File: src/rtl/cp0_param.sv
// -----------------------------------------------------------------------------
// cp0_param -- parametrised coprocessor 0 for the pipelined CPU.
//
// Holds STATUS, CAUSE, EPC, BADVADDR and, when the timer is built in, COUNT and
// COMPARE. Arbitrates exceptions, interrupts and ERET presented by the WB stage
// and produces the fetch redirect. External interrupt lines are synchronised
// before they reach CAUSE.IP[6:2].
//
// Optional feature macro: CP0_TIMER_EN
//   defined   : COUNT, COMPARE, prescaler and timer interrupt (TI) present.
//   undefined : no timer logic; COUNT/COMPARE read 0, writes ignored, TI = 0.
//
// Parameters
//   HW_INT_NUM      external interrupt lines (1..5), CAUSE.IP[2+HW_INT_NUM-1:2]
//   INT_SYNC_STAGES synchroniser depth on hw_int (1..3)
//   TIMER_DIV       core cycles per COUNT increment (1..256)
//   EXC_BASE        exception / interrupt entry address
//
// Ports
//   clk, resetn                 clock, synchronous active-low reset
//   mtc0, cp0r_addr, wdata      register write from WB ({reg[4:0], sel[2:0]})
//   eret                        ERET in WB
//   wb_valid, wb_over           WB holds a valid instruction / completes now
//   ex_valid_i, ex_code_i,
//   ex_bd_i, ex_pc_i            exception raised by the WB instruction
//   badvaddr_valid_i/badvaddr_i faulting address
//   hw_int                      asynchronous level interrupt requests
//   cp0r_rdata                  MFC0 read data (combinational)
//   cancel, exc_valid, exc_pc   pipeline flush and fetch redirect
//   cp0r_status/cause/epc       register values
//   c0_int                      interrupt pending and enabled
// -----------------------------------------------------------------------------
module cp0_param #(
   parameter int          HW_INT_NUM      = 5,
   parameter int          INT_SYNC_STAGES = 2,
   parameter int          TIMER_DIV       = 2,
   parameter logic [31:0] EXC_BASE        = 32'h0000_0000
) (
   input  logic                  clk,
   input  logic                  resetn,
   input  logic                  mtc0,
   input  logic [7:0]            cp0r_addr,
   input  logic [31:0]           wdata,
   input  logic                  eret,
   input  logic                  wb_valid,
   input  logic                  wb_over,
   input  logic                  ex_valid_i,
   input  logic [4:0]            ex_code_i,
   input  logic                  ex_bd_i,
   input  logic [31:0]           ex_pc_i,
   input  logic                  badvaddr_valid_i,
   input  logic [31:0]           badvaddr_i,
   input  logic [HW_INT_NUM-1:0] hw_int,
   output logic [31:0]           cp0r_rdata,
   output logic                  cancel,
   output logic                  exc_valid,
   output logic [31:0]           exc_pc,
   output logic [31:0]           cp0r_status,
   output logic [31:0]           cp0r_cause,
   output logic [31:0]           cp0r_epc,
   output logic                  c0_int
);

   // {reg, sel}; only sel = 0 is decoded
   localparam logic [7:0]  ADDR_BADVADDR = {5'd8,  3'd0};
   localparam logic [7:0]  ADDR_COUNT    = {5'd9,  3'd0};
   localparam logic [7:0]  ADDR_COMPARE  = {5'd11, 3'd0};
   localparam logic [7:0]  ADDR_STATUS   = {5'd12, 3'd0};
   localparam logic [7:0]  ADDR_CAUSE    = {5'd13, 3'd0};
   localparam logic [7:0]  ADDR_EPC      = {5'd14, 3'd0};

   localparam logic [31:0] STATUS_WMASK  = 32'h0000_FF03;

   // ---------------------------------------------------------------------------
   // State
   // ---------------------------------------------------------------------------
   logic [31:0]           status_q,   status_d;
   logic                  bd_q,       bd_d;
   logic [1:0]            ip_sw_q,    ip_sw_d;
   logic [4:0]            exc_code_q, exc_code_d;
   logic [31:0]           epc_q,      epc_d;
   logic [31:0]           badvaddr_q, badvaddr_d;
   logic [HW_INT_NUM-1:0] sync_q [INT_SYNC_STAGES];
   logic [HW_INT_NUM-1:0] sync_d [INT_SYNC_STAGES];

   // Timer view seen by the rest of the block (constant 0 without the timer)
   logic                  ti;
   logic [31:0]           count_rd;
   logic [31:0]           compare_rd;

   logic [4:0]            ip_hw;
   logic [7:0]            ip;
   logic [31:0]           cause;

   logic                  take_exc;
   logic                  take_int;
   logic                  take_eret;
   logic                  do_mtc0;
   logic                  wr_status;
   logic                  wr_cause;
   logic                  wr_epc;

   // ---------------------------------------------------------------------------
   // CAUSE assembly and interrupt request
   // ---------------------------------------------------------------------------
   // NOTE: every signal written in always_comb gets a default first, so no path
   // leaves it unassigned and no latch is inferred.
   always_comb begin
      ip_hw                   = '0;
      ip_hw[HW_INT_NUM-1:0]   = sync_q[INT_SYNC_STAGES-1];
   end

   assign ip     = {ti, ip_hw, ip_sw_q};
   assign cause  = {bd_q, ti, 14'd0, ip, 1'b0, exc_code_q, 2'b00};
   assign c0_int = (|(ip & status_q[15:8])) & status_q[0] & ~status_q[1];

   // ---------------------------------------------------------------------------
   // WB-cycle arbitration: exception > interrupt > ERET > MTC0
   // ---------------------------------------------------------------------------
   always_comb begin
      take_exc  = wb_valid & ex_valid_i;
      take_int  = wb_valid & ~ex_valid_i & c0_int;
      take_eret = wb_valid & ~ex_valid_i & ~c0_int & eret;
      do_mtc0   = wb_valid & ~ex_valid_i & ~c0_int & ~eret & mtc0;
      wr_status = do_mtc0 & (cp0r_addr == ADDR_STATUS);
      wr_cause  = do_mtc0 & (cp0r_addr == ADDR_CAUSE);
      wr_epc    = do_mtc0 & (cp0r_addr == ADDR_EPC);
   end

   // Redirect is purely combinational from inputs and current registers; an
   // interrupt also redirects, so it is part of the flush term.
   assign exc_valid = (ex_valid_i | c0_int | eret) & wb_valid;
   assign cancel    = exc_valid & wb_over;
   assign exc_pc    = (eret & ~ex_valid_i & ~c0_int) ? epc_q : EXC_BASE;

   // ---------------------------------------------------------------------------
   // Next-state for STATUS, CAUSE software/exception fields, EPC, BADVADDR
   // ---------------------------------------------------------------------------
   always_comb begin
      status_d   = status_q;
      bd_d       = bd_q;
      ip_sw_d    = ip_sw_q;
      exc_code_d = exc_code_q;
      epc_d      = epc_q;
      badvaddr_d = badvaddr_q;

      if (wr_status) begin
         status_d = wdata & STATUS_WMASK;
      end
      if (wr_cause) begin
         ip_sw_d = wdata[9:8];
      end
      if (wr_epc) begin
         epc_d = wdata;
      end

      if (take_exc) begin
         status_d[1] = 1'b1;
         bd_d        = ex_bd_i;
         exc_code_d  = ex_code_i;
         epc_d       = ex_pc_i;
         if (badvaddr_valid_i) begin
            badvaddr_d = badvaddr_i;
         end
      end else if (take_int) begin
         // Interrupt is taken precisely on the WB instruction, which is not
         // committed; EPC points back at it (or its branch when in a slot).
         status_d[1] = 1'b1;
         bd_d        = ex_bd_i;
         exc_code_d  = 5'd0;
         epc_d       = ex_pc_i;
      end else if (take_eret) begin
         status_d[1] = 1'b0;
      end
   end

   // Synchroniser shift: stage 0 samples the asynchronous lines
   always_comb begin
      sync_d[0] = hw_int;
      for (int i = 1; i < INT_SYNC_STAGES; i++) begin
         sync_d[i] = sync_q[i-1];
      end
   end

   // NOTE: sequential state uses non-blocking assignments so every flop samples
   // the pre-edge values regardless of statement order.
   always_ff @(posedge clk) begin
      if (!resetn) begin
         status_q   <= '0;
         bd_q       <= 1'b0;
         ip_sw_q    <= '0;
         exc_code_q <= '0;
         epc_q      <= '0;
         badvaddr_q <= '0;
         // NOTE: the synchroniser stages are reset too, so a reset discards
         // interrupt levels already in flight instead of replaying them.
         for (int i = 0; i < INT_SYNC_STAGES; i++) begin
            sync_q[i] <= '0;
         end
      end else begin
         status_q   <= status_d;
         bd_q       <= bd_d;
         ip_sw_q    <= ip_sw_d;
         exc_code_q <= exc_code_d;
         epc_q      <= epc_d;
         badvaddr_q <= badvaddr_d;
         sync_q     <= sync_d;
      end
   end

   // ---------------------------------------------------------------------------
   // Timer: prescaler, COUNT, COMPARE, TI
   // ---------------------------------------------------------------------------
`ifdef CP0_TIMER_EN
   localparam int            PW         = (TIMER_DIV > 1) ? $clog2(TIMER_DIV) : 1;
   localparam logic [PW-1:0] PRESC_LAST = PW'(TIMER_DIV - 1);

   logic [PW-1:0] presc_q,   presc_d;
   logic [31:0]   count_q,   count_d;
   logic [31:0]   compare_q, compare_d;
   logic          ti_q,      ti_d;
   logic [31:0]   count_inc;
   logic          tick;
   logic          wr_count;
   logic          wr_compare;

   always_comb begin
      wr_count   = do_mtc0 & (cp0r_addr == ADDR_COUNT);
      wr_compare = do_mtc0 & (cp0r_addr == ADDR_COMPARE);
      tick       = (presc_q == PRESC_LAST);
      count_inc  = count_q + 32'd1;

      presc_d    = tick ? '0 : presc_q + 1'b1;
      count_d    = tick ? count_inc : count_q;
      compare_d  = compare_q;
      ti_d       = ti_q;

      // TI fires on the tick that lands COUNT on COMPARE
      if (tick && !wr_count && (count_inc == compare_q)) begin
         ti_d = 1'b1;
      end
      // A COUNT write restarts the prescaler so the next tick is a full period away
      if (wr_count) begin
         count_d = wdata;
         presc_d = '0;
      end
      // Writing COMPARE acknowledges the timer; the clear beats a same-cycle set
      if (wr_compare) begin
         compare_d = wdata;
         ti_d      = 1'b0;
      end
   end

   always_ff @(posedge clk) begin
      if (!resetn) begin
         presc_q   <= '0;
         count_q   <= '0;
         compare_q <= '0;
         ti_q      <= 1'b0;
      end else begin
         presc_q   <= presc_d;
         count_q   <= count_d;
         compare_q <= compare_d;
         ti_q      <= ti_d;
      end
   end

   assign ti         = ti_q;
   assign count_rd   = count_q;
   assign compare_rd = compare_q;
`else
   assign ti         = 1'b0;
   assign count_rd   = '0;
   assign compare_rd = '0;
`endif

   // ---------------------------------------------------------------------------
   // Read port and register outputs
   // ---------------------------------------------------------------------------
   always_comb begin
      cp0r_rdata = '0;
      case (cp0r_addr)
         ADDR_BADVADDR: cp0r_rdata = badvaddr_q;
         ADDR_COUNT:    cp0r_rdata = count_rd;
         ADDR_COMPARE:  cp0r_rdata = compare_rd;
         ADDR_STATUS:   cp0r_rdata = status_q;
         ADDR_CAUSE:    cp0r_rdata = cause;
         ADDR_EPC:      cp0r_rdata = epc_q;
         default:       cp0r_rdata = '0;
      endcase
   end

   assign cp0r_status = status_q;
   assign cp0r_cause  = cause;
   assign cp0r_epc    = epc_q;

endmodule

File: config.mk
export PLATFORM = sky130hd
export DESIGN_NAME = cp0_param
export DESIGN_NICKNAME = d
export VERILOG_FILES = /design/src/rtl/cp0_param.sv
export SDC_FILE = /design/constraint.sdc
export NUM_CORES = 1
export LEC_CHECK = 0
export BUFFER_PORTS_ARGS = -buffer_cell sky130_fd_sc_hd__buf_2
export CORE_AREA = 2 2 111 113
export DETAILED_ROUTE_END_ITERATION = 8
export DIE_AREA = 0 0 113 115
export PLACE_DENSITY = 0.77
export SETUP_SLACK_MARGIN = 0.5
export SYNTH_ARGS = -nofsm -noshare
export SYNTH_HDL_FRONTEND = slang
export SYNTH_SLANG_ARGS = --single-unit
export TNS_END_PERCENT = 10
File: constraint.sdc
create_clock -name clk -period 3.1 [get_ports clk]
set_input_delay 0.62 -clock clk [delete_from_list [all_inputs] [get_ports clk]]
set_output_delay 0.62 -clock clk [all_outputs]
set_load 0.02 [all_outputs]
==> results.toml, run 1 <==
[setup_path]
worst_path_dominant_cell_family = "simple AND/OR/NAND/NOR gates"
crit_chain = "buf_8 > or4b_4 > nor2_4 > buf_12 > clkbuf_16 > a22o_1 > buf_2"
endpoint_kind = "output port"
slowest_delay_ns = 0.56
cp-start-kind = "input port"
crit_buf_inv = 4
cp.required_ns = 2.48
cpMaxStageDelayCell = "or4b_4"
path_class = "in -> out"
cp_max_fo = 6
arrival_ns = 2.04

[cts]
cts_buffer_depth = 2
cts_tree = "yes"
path_clk_slew_ns = 0.07
clk_latency_ns = 0.35
htreeDepth = 3
cts_buffers = 9
cts.sinks = 92
root_buffer = "clkbuf_16"

[route]
wl_per_cell_um = 19.2
drtAntennaViolNets = 0
via_per_inst = 5.58
firstDrtPassIters = 9
vias = 5322
routed_wirelength_um = 18300
drc = 20
drt_iter0_markers = 406

[sta]
hold_ws_ns = 0.433
slew_viol_final = 0
max_freq_ghz = 0.376
fin_setup_tns_ns = 0
finalHoldViolations = 0
worst_slew_pin_slew_ns = 0.561
rsz0062_at_grt = "true"
clock_skew_ns = 0.00517
setup_viol = 0
slew_headroom_pct = 62.5
setup_ws_ns = 0.443
fin_crit_sh_pct = 85.7
finalCriticalPeriod_ns = 2.66

[place]
port_buffers = 244
hpwlAfterDp_um = 12600
dp_worst_setup_slack_ns = 0.398
place_congestion = 0.841

[die]
die_w_um = 113
top_level_ports = 286
die_y_um = 115
core.rowCount = 40
start_util_pct = 41.6
fp.coreArea_sq_um = 11800
fp.dieArea_sq_um = 13000

[cells_and_area]
drive_above_1_share_pct = 37.5
fillers = 1085
final_core_utilization_pct = 57.3
final_nets = 925
syn_to_final_growth_pct = 37.9
antenna_cells = 0

[outcome]
status = "finished, violations left"
violations = "design-rule violations"

[synth]
synthFlopType = "dfxtp_1"
yosysWarnings = 0
synth_edf_count = 0
synth_cell_types = 39
syn_inst = 577
yosysSeqAreaShare_pct = 37.5
avgSynthCellArea_sq_um = 8.51
synthArstFlopShare_pct = 0
ys_seq_elements = 92
synth_area_sq_um = 4910

[global_routing]
grt_usage_pct = 26.5
overflow = 0
grt_pass1_vias = 4844
grt_max_degree = 36
grt_pass1_wl_um = 26600
antenna_found_initial = 0

[power_and_ir_drop]
p_per_area_nw_per_um2 = 439
vdd_ir_drop_max_mv = 0.352
p_leak_nw = 3.04
p_total_mw = 2.97

[flow_run]
max_cap_viol_count = 0

[min_path]
hp-class = "reg -> reg"
-- stage by stage --
| stage | instance area, sq um | cells |
|---|---|---|
| finish | 6770 | 954 |
| floorplan | 5070 | 617 |
| CTS | 6550 | 949 |
| global placement | 6140 | 932 |
| detailed placement | 6140 | 932 |
| global route | 6770 | 954 |
-- sequential cells by signal, summed over array words and instances (netlist names) --
| register | count |
|---|---|
| badvaddr_q | 32 |
| bd_q | 1 |
| cp0r_epc | 32 |
| cp0r_status | 10 |
| exc_code_q | 5 |
| ip_hw | 5 |
| ip_sw_q | 2 |
| sync_d | 5 |
-- routing by layer --
layer / vias up / routed length (um) / track usage [%]
met1: 2526 / 7230 / 31.0
met4: 0 / 424 / 9.35
li1: 2477 / - / -
met3: 43 / 1450 / 6.80
met2: 276 / 9210 / 47.2
met5: - / 0 / 0
-- worst paths after layout --
kind,to,from,depth (start not counted),slack [ns]
worst min register to register,ip_hw[1],sync_d[1],1,0.43
worst min-delay path,ip_hw[1],sync_d[1],1,0.43
worst max-delay path,cp0r_rdata[24],cp0r_addr[3],7,0.44
worst max register to register,cp0r_epc[7],ip_sw_q[0],6,1.07
-- Yosys cell counts, types with 2 or more instances --
master	number	area, sq um
clkbuf_1	49	184
and4_1	3	26.3
inv_1	10	37.5
nand2_1	74	278
buf_4	42	315
a222oi_1	7	70.1
buf_6	3	33.8
and2_1	43	269
o21ai_1	7	35.0
nand4_1	2	12.5
nor2_1	6	22.5
buf_1	3	11.3
nand3_1	8	40.0
a22oi_1	7	52.6
mux2i_1	44	440
o31ai_1	6	45.0
o2111ai_1	10	87.6
a21oi_1	48	240
inv_2	2	7.51
a211oi_1	32	240
a221o_1	4	40.0
o41ai_1	9	78.8
and3_1	3	18.8
dfxtp_1	92	1840
a22o_1	16	140
nor4b_2	2	30.0
nor4_1	33	206
-- report_power, final --
group	switching, mW	internal [mW]
registers	0.0482	1.24
logic	0.298	0.175
clock network	0.482	0.732
total	0.829	2.14
-- final cells by class --
type,count,area (sq um),area share [%]
sequential,92,1850,27.3
inverter,12,45.0,0.665
multi-input combinational,416,2680,39.5
tap,147,184,2.72
clock inverter,5,85.1,1.26
timing repair buffer,271,1690,24.9
clock buffer,11,243,3.59
-- kinds of logic (layout without fill, tap and decap cells) --
group	Yosys count	count (layout)	share of synthesized area, %
buf+inv	109	299	12.0
compound gates	150	150	21.6
other cells	1	41	0.0764
mux	44	44	8.97
flops	92	92	37.5
simple gates	181	181	19.8
-- placed cells by master, fill, tap and decap left out, drive strengths merged, types with 2 or more instances in the layout --
master,Yosys,routed
nand4,2,2
conb,1,41
nor2,6,6
o41ai,9,9
inv,12,12
and4,3,3
nor4b,2,2
buf,48,269
o21ai,7,7
o2111ai,10,10
and3,3,3
clkbuf,49,13
nand2,74,74
a22o,16,16
nand3,8,8
dfxtp,92,92
and2,43,43
a21oi,48,48
clkinv,0,2
mux2i,44,44
nor4,33,33
bufinv,0,2
a211oi,32,32
a222oi,7,7
a221o,4,4
a22oi,7,7
o31ai,6,6
-- timing repair --
| action | 4_1_cts | 5_1_grt |
|---|---|---|
| setup buffers | 0 | 2 |
| endpoints found under the setup margin | 64 | 64 |
| cloned | 1 | 3 |
| hold buffers | 0 | 0 |
| pin swaps | 3 | 10 |
| resized for setup | 22 | 47 |
(Power assumes the default switching activity.)
==> run 2: changes to the inputs <==
- CORE_AREA: 2 2 111 113 -> default
- CORE_MARGIN: default -> 1
- CORE_UTILIZATION: default -> 40
- DIE_AREA: 0 0 113 115 -> default
- TNS_END_PERCENT: 10 -> 20
- clock period: 3.1 -> 2.2 ns (I/O delays scaled with it)
==> results.toml, run 2 (synthesis results as in run 1) <==
[outcome]
status = "finished, violations left"
violations = "negative setup slack"

[cells_and_area]
fin_area_sq_um = 7340
drive_above_1_share_pct = 46.1
layout_common_cells = "buf_2, dfxtp_1, nand2_1"
syn_to_final_growth_pct = 49.5
layout_commonest_cell = "buf_2"
final_nets = 933

[min_path]
worst_hold_startpoint = "hw_int[3]"
hp-class = "in -> reg"
min_delay_path_depth = 2
min_to = "sync_d[3]"

[route]
drtAntennaViolNets = 0
routed_wirelength_um = 17600
drc = 0
drt_iter0_markers = 458
wl_per_cell_um = 18.3
vias = 5360
firstDrtPassIters = 6
via_per_inst = 5.57

[global_routing]
grt_pass1_wl_um = 26400
grt_pass1_vias = 4821
antenna_found_initial = 2
grt_max_degree = 49
overflow = 0
grt_usage_pct = 26.6

[die]
fp.coreArea_sq_um = 12000
die_y_um = 113
start_util_pct = 40.9
fp.dieArea_sq_um = 12700
core.rowCount = 40
top_level_ports = 286
die_w_um = 113

[cts]
cts.sinks = 92
cts_buffer_depth = 2
cts_buffers = 9
cts_tree = "yes"
hold_buffers = 0
path_clk_slew_ns = 0.07
clk_latency_ns = 0.34
root_buffer = "clkbuf_16"
htreeDepth = 3

[place]
place_congestion = 0.867
placed_area_sq_um = 6520
port_buffers = 244
hpwlAfterDp_um = 12000

[sta]
setup_ws_ns = -0.195
worst_slew_pin_slew_ns = 0.558
rsz0062_at_grt = "true"
fin_setup_tns_ns = -5.92
max_freq_ghz = 0.418
finalHoldViolations = 0
setup_viol = 37
fin_crit_sh_pct = 109
finalCriticalPeriod_ns = 2.40
slew_viol_final = 0
slew_headroom_pct = 62.8
hold_ws_ns = 0.298
clock_skew_ns = 0.00582

[setup_path]
r2r_end = "cp0r_epc[20]"
cp.required_ns = 1.76
cp-start-kind = "flop"
r2r-start = "cp0r_status[8]"
reg2regPathDepth = 7
arrival_ns = 1.96
endpoint_kind = "output port"
path_class = "reg -> out"
cp_max_fo = 16
r2r_slack_ns = 0.27

[power_and_ir_drop]
p_total_mw = 4.04
vdd_ir_drop_max_mv = 0.360
p_per_area_nw_per_um2 = 551
p_leak_nw = 3.30

[flow_run]
max_cap_viol_count = 0
==> run 2: cell types whose count changed in the layout (fill, tap and decap cells not counted), moves of 6 or more <==
cell and delta:
buf_6 +49, and2_1 -30, a22o_1 -16, and2_2 +26, a22o_4 +16, buf_4 -15, buf_2 -26, o21ai_1 -6
==> run 2: cell type report <==
| class | count | area (sq um) |
|---|---|---|
| Inverter | 12 | 45.0 |
| Clock buffer | 9 | 225 |
| Timing Repair Buffer | 279 | 2000 |
| Clock inverter | 7 | 65.1 |
| Antenna cell | 1 | 2.50 |
| Tap cell | 147 | 184 |
| Fill cell | 1027 | 4670 |
| Sequential cell | 92 | 1850 |
| Multi-Input combinational cell | 416 | 2970 |
==> run 2: worst max-delay path, cell delays in order (launching register included) <==
cell and delay (ns):
dfxtp_4 0.35, a222oi_1 0.36, a31o_2 0.23, and3_4 0.23, buf_12 0.15, and2_2 0.17
buf_6 0.12
==> run 2: worst max path at each step <==
| stage | from | to | slack (ns) | cells after the start |
|---|---|---|---|---|
| after floorplan | cp0r_addr[1] | cp0r_rdata[2] | 0.20 | 5 |
| after global placement | cp0r_addr[1] | cp0r_epc[27] | -0.005 | 7 |
| after detailed placement | cp0r_addr[1] | cp0r_epc[28] | -0.05 | 7 |
| after CTS | ip_sw_q[0] | exc_pc[12] | -0.18 | 6 |
| after global routing | cp0r_status[8] | exc_pc[14] | -0.28 | 6 |
| final | cp0r_status[8] | exc_pc[30] | -0.20 | 6 |
==> run 2: where the power goes <==
group	internal [mW]	switching, mW
Combinational	0.268	0.424
Clock	0.796	0.739
Sequential	1.74	0.0798
==> run 2: routing by layer <==
metal,routed length (um),up-vias,part of all wire [%],GRT usage [%]
li1,-,2511,-,-
met1,7350,2512,42,35.3
met2,8460,312,48,43.9
met3,1530,23,8.7,4.77
met4,241,2,1.4,8.44
met5,13,-,0.074,0
==> run 2: per-stage QoR <==
step / utilization (%) / setup slack (ns) / std cells
4_1_cts: 59.5 / -0.183 / 960
3_5_place_dp: 54.2 / -0.0464 / 942
5_1_grt: 61.1 / -0.281 / 962
3_3_place_gp: 54.2 / -0.00533 / 942
6_report: 61.1 / -0.195 / 963
2_1_floorplan: - / 0.195 / 617
==> run 2: timing repair <==
action	4_1_cts	5_1_grt
buffers inserted	1	2
gates cloned	1	0
endpoints found under the setup margin	109	115
resized for setup	104	47
pin swaps	27	25
==> run 3: changes to the inputs <==
- CELL_PAD_IN_SITES_DETAIL_PLACEMENT: default -> 1
- CELL_PAD_IN_SITES_GLOBAL_PLACEMENT: default -> 1
- CORE_UTILIZATION: 40 -> 28
- PLACE_DENSITY: 0.77 -> default
- PLACE_DENSITY_LB_ADDON: default -> 0.1
==> results.toml, run 3 (synthesis results as in run 1) <==
[setup_path]
r2r_slack_ns = 0.26
path_class = "reg -> out"
cpMaxStageDelayCell = "dfxtp_4"
crit_chain = "a222oi_1 > a31o_2 > and3_4 > clkbuf_16 > and2_4 > buf_6"
cp.required_ns = 1.76
cp_max_fo = 8
arrival_ns = 1.96
cp-start-kind = "flop"
slowest_delay_ns = 0.35
endpoint_kind = "output port"

[cts]
root_buffer = "clkbuf_16"
hold_buffers = 0
path_clk_slew_ns = 0.07
cts.sinks = 92
cts_tree = "yes"
clk_latency_ns = 0.35
htreeDepth = 3
cts_buffers = 9
cts_buffer_depth = 2

[die]
start_util_pct = 28.5
fp.coreArea_sq_um = 17200
core.rowCount = 48
fp.dieArea_sq_um = 18100
top_level_ports = 286
die_w_um = 134
die_y_um = 134

[global_routing]
grt_pass1_vias = 5349
grt_max_degree = 49
antenna_found_initial = 5
overflow = 0
grt_usage_pct = 22.5
grt_pass1_wl_um = 31100

[route]
routed_wirelength_um = 21000
drtAntennaViolNets = 0
vias = 5421
via_per_inst = 5.13
drt_iter0_markers = 225
wl_per_cell_um = 19.9
firstDrtPassIters = 5
drc = 0

[cells_and_area]
layout_common_cells = "buf_2, dfxtp_1, nand2_1"
layout.cells.non_filler = 1056
regArea_sq_um = 1850
multi_input_area_sq_um = 2930
final_core_utilization_pct = 43.8
syn_to_final_growth_pct = 53.8
fin_area_sq_um = 7550
fillers = 2066
final_nets = 947
layout_commonest_cell = "buf_2"
drive_above_1_share_pct = 46.4

[sta]
setup_ws_ns = -0.197
rsz0062_at_grt = "true"
worst_slew_pin_slew_ns = 0.580
fin_crit_sh_pct = 109
finalCriticalPeriod_ns = 2.40
slew_headroom_pct = 61.4
max_freq_ghz = 0.417
slew_viol_final = 0
finalHoldViolations = 0
clock_skew_ns = 0.00925
setup_viol = 34

[min_path]
hp-class = "in -> reg"

[place]
port_buffers = 244
place_congestion = 0.837
hpwlAfterDp_um = 15100
placed_area_sq_um = 6700
dp_cells = 1032

[outcome]
status = "finished, violations left"
violations = "negative setup slack"

[power_and_ir_drop]
p_leak_nw = 3.35
vdd_ir_drop_max_mv = 0.381
p_per_area_nw_per_um2 = 564
p_total_mw = 4.26

[flow_run]
max_cap_viol_count = 0
==> run 3: changes by cell type in the layout (fill, tap and decap cells not counted), moves of 3 or more <==
cell | before | now
and2_2 | 27 | 14
and2_4 | 4 | 17
buf_4 | 28 | 40
nand2_1 | 70 | 73
nand2_4 | 4 | 1
nor2_1 | 2 | 5
==> run 3: power breakdown <==
group / total (mW) / switching, mW / internal (mW)
Sequential: 1.82 / 0.0849 / 1.74
Combinational: 0.729 / 0.443 / 0.287
Clock: 1.70 / 0.680 / 1.02
==> run 3: what timing repair did <==
item                       in CTS  in global routing
setup buffers                   1                  3
pin swaps                      21                 17
resized for setup              97                 56
cloned                          1                  1
setup endpoints to repair     114                109
==> run 3: routing by layer <==
layer / vias up / track usage, % / wire [um]
li1: 2536 / - / -
met1: 2629 / 28.9 / 9190
met2: 219 / 38.2 / 10200
met3: 35 / 3.59 / 1140
met4: 2 / 7.74 / 488
met5: - / 0 / 13
==> run 3: per-stage QoR <==
step           setup TNS [ns]  setup WS, ns  hold WS, ns
6_report                -5.92        -0.197        0.299
3_3_place_gp           -0.385       -0.0407        0.414
4_1_cts                 -7.17        -0.229        0.286
3_5_place_dp            -1.28       -0.0640        0.421
5_1_grt                 -8.98        -0.263        0.296
2_1_floorplan               0         0.195        0.412
==> run 3: final timing paths <==
check	startpoint	end	depth (start not counted)
max	ip_sw_q[0]	exc_pc[9]	6
max reg2reg	ip_sw_q[0]	cp0r_status[1]	7
min	hw_int[1]	sync_d[1]	2
min reg2reg	sync_d[0]	ip_hw[0]	1
==> run 3: final cells by class <==
cell class	instances	area share, %
multi-input cells	416	38.9
repair buffers	293	27.9
flip-flops and latches	92	24.6
well taps	225	3.73
clock buffers	11	3.22
clock inverters	4	0.978
inverters	12	0.663
diodes	3	0.0994
==> run 3: critical path, delay by kind of cell (launching register included) <==
kind                   cells  cell delay (ns)
AOI/OAI and AO/OA          2             0.53
and+or+nand+nor            2             0.41
DFF                        1             0.35
buffers and inverters      2             0.31
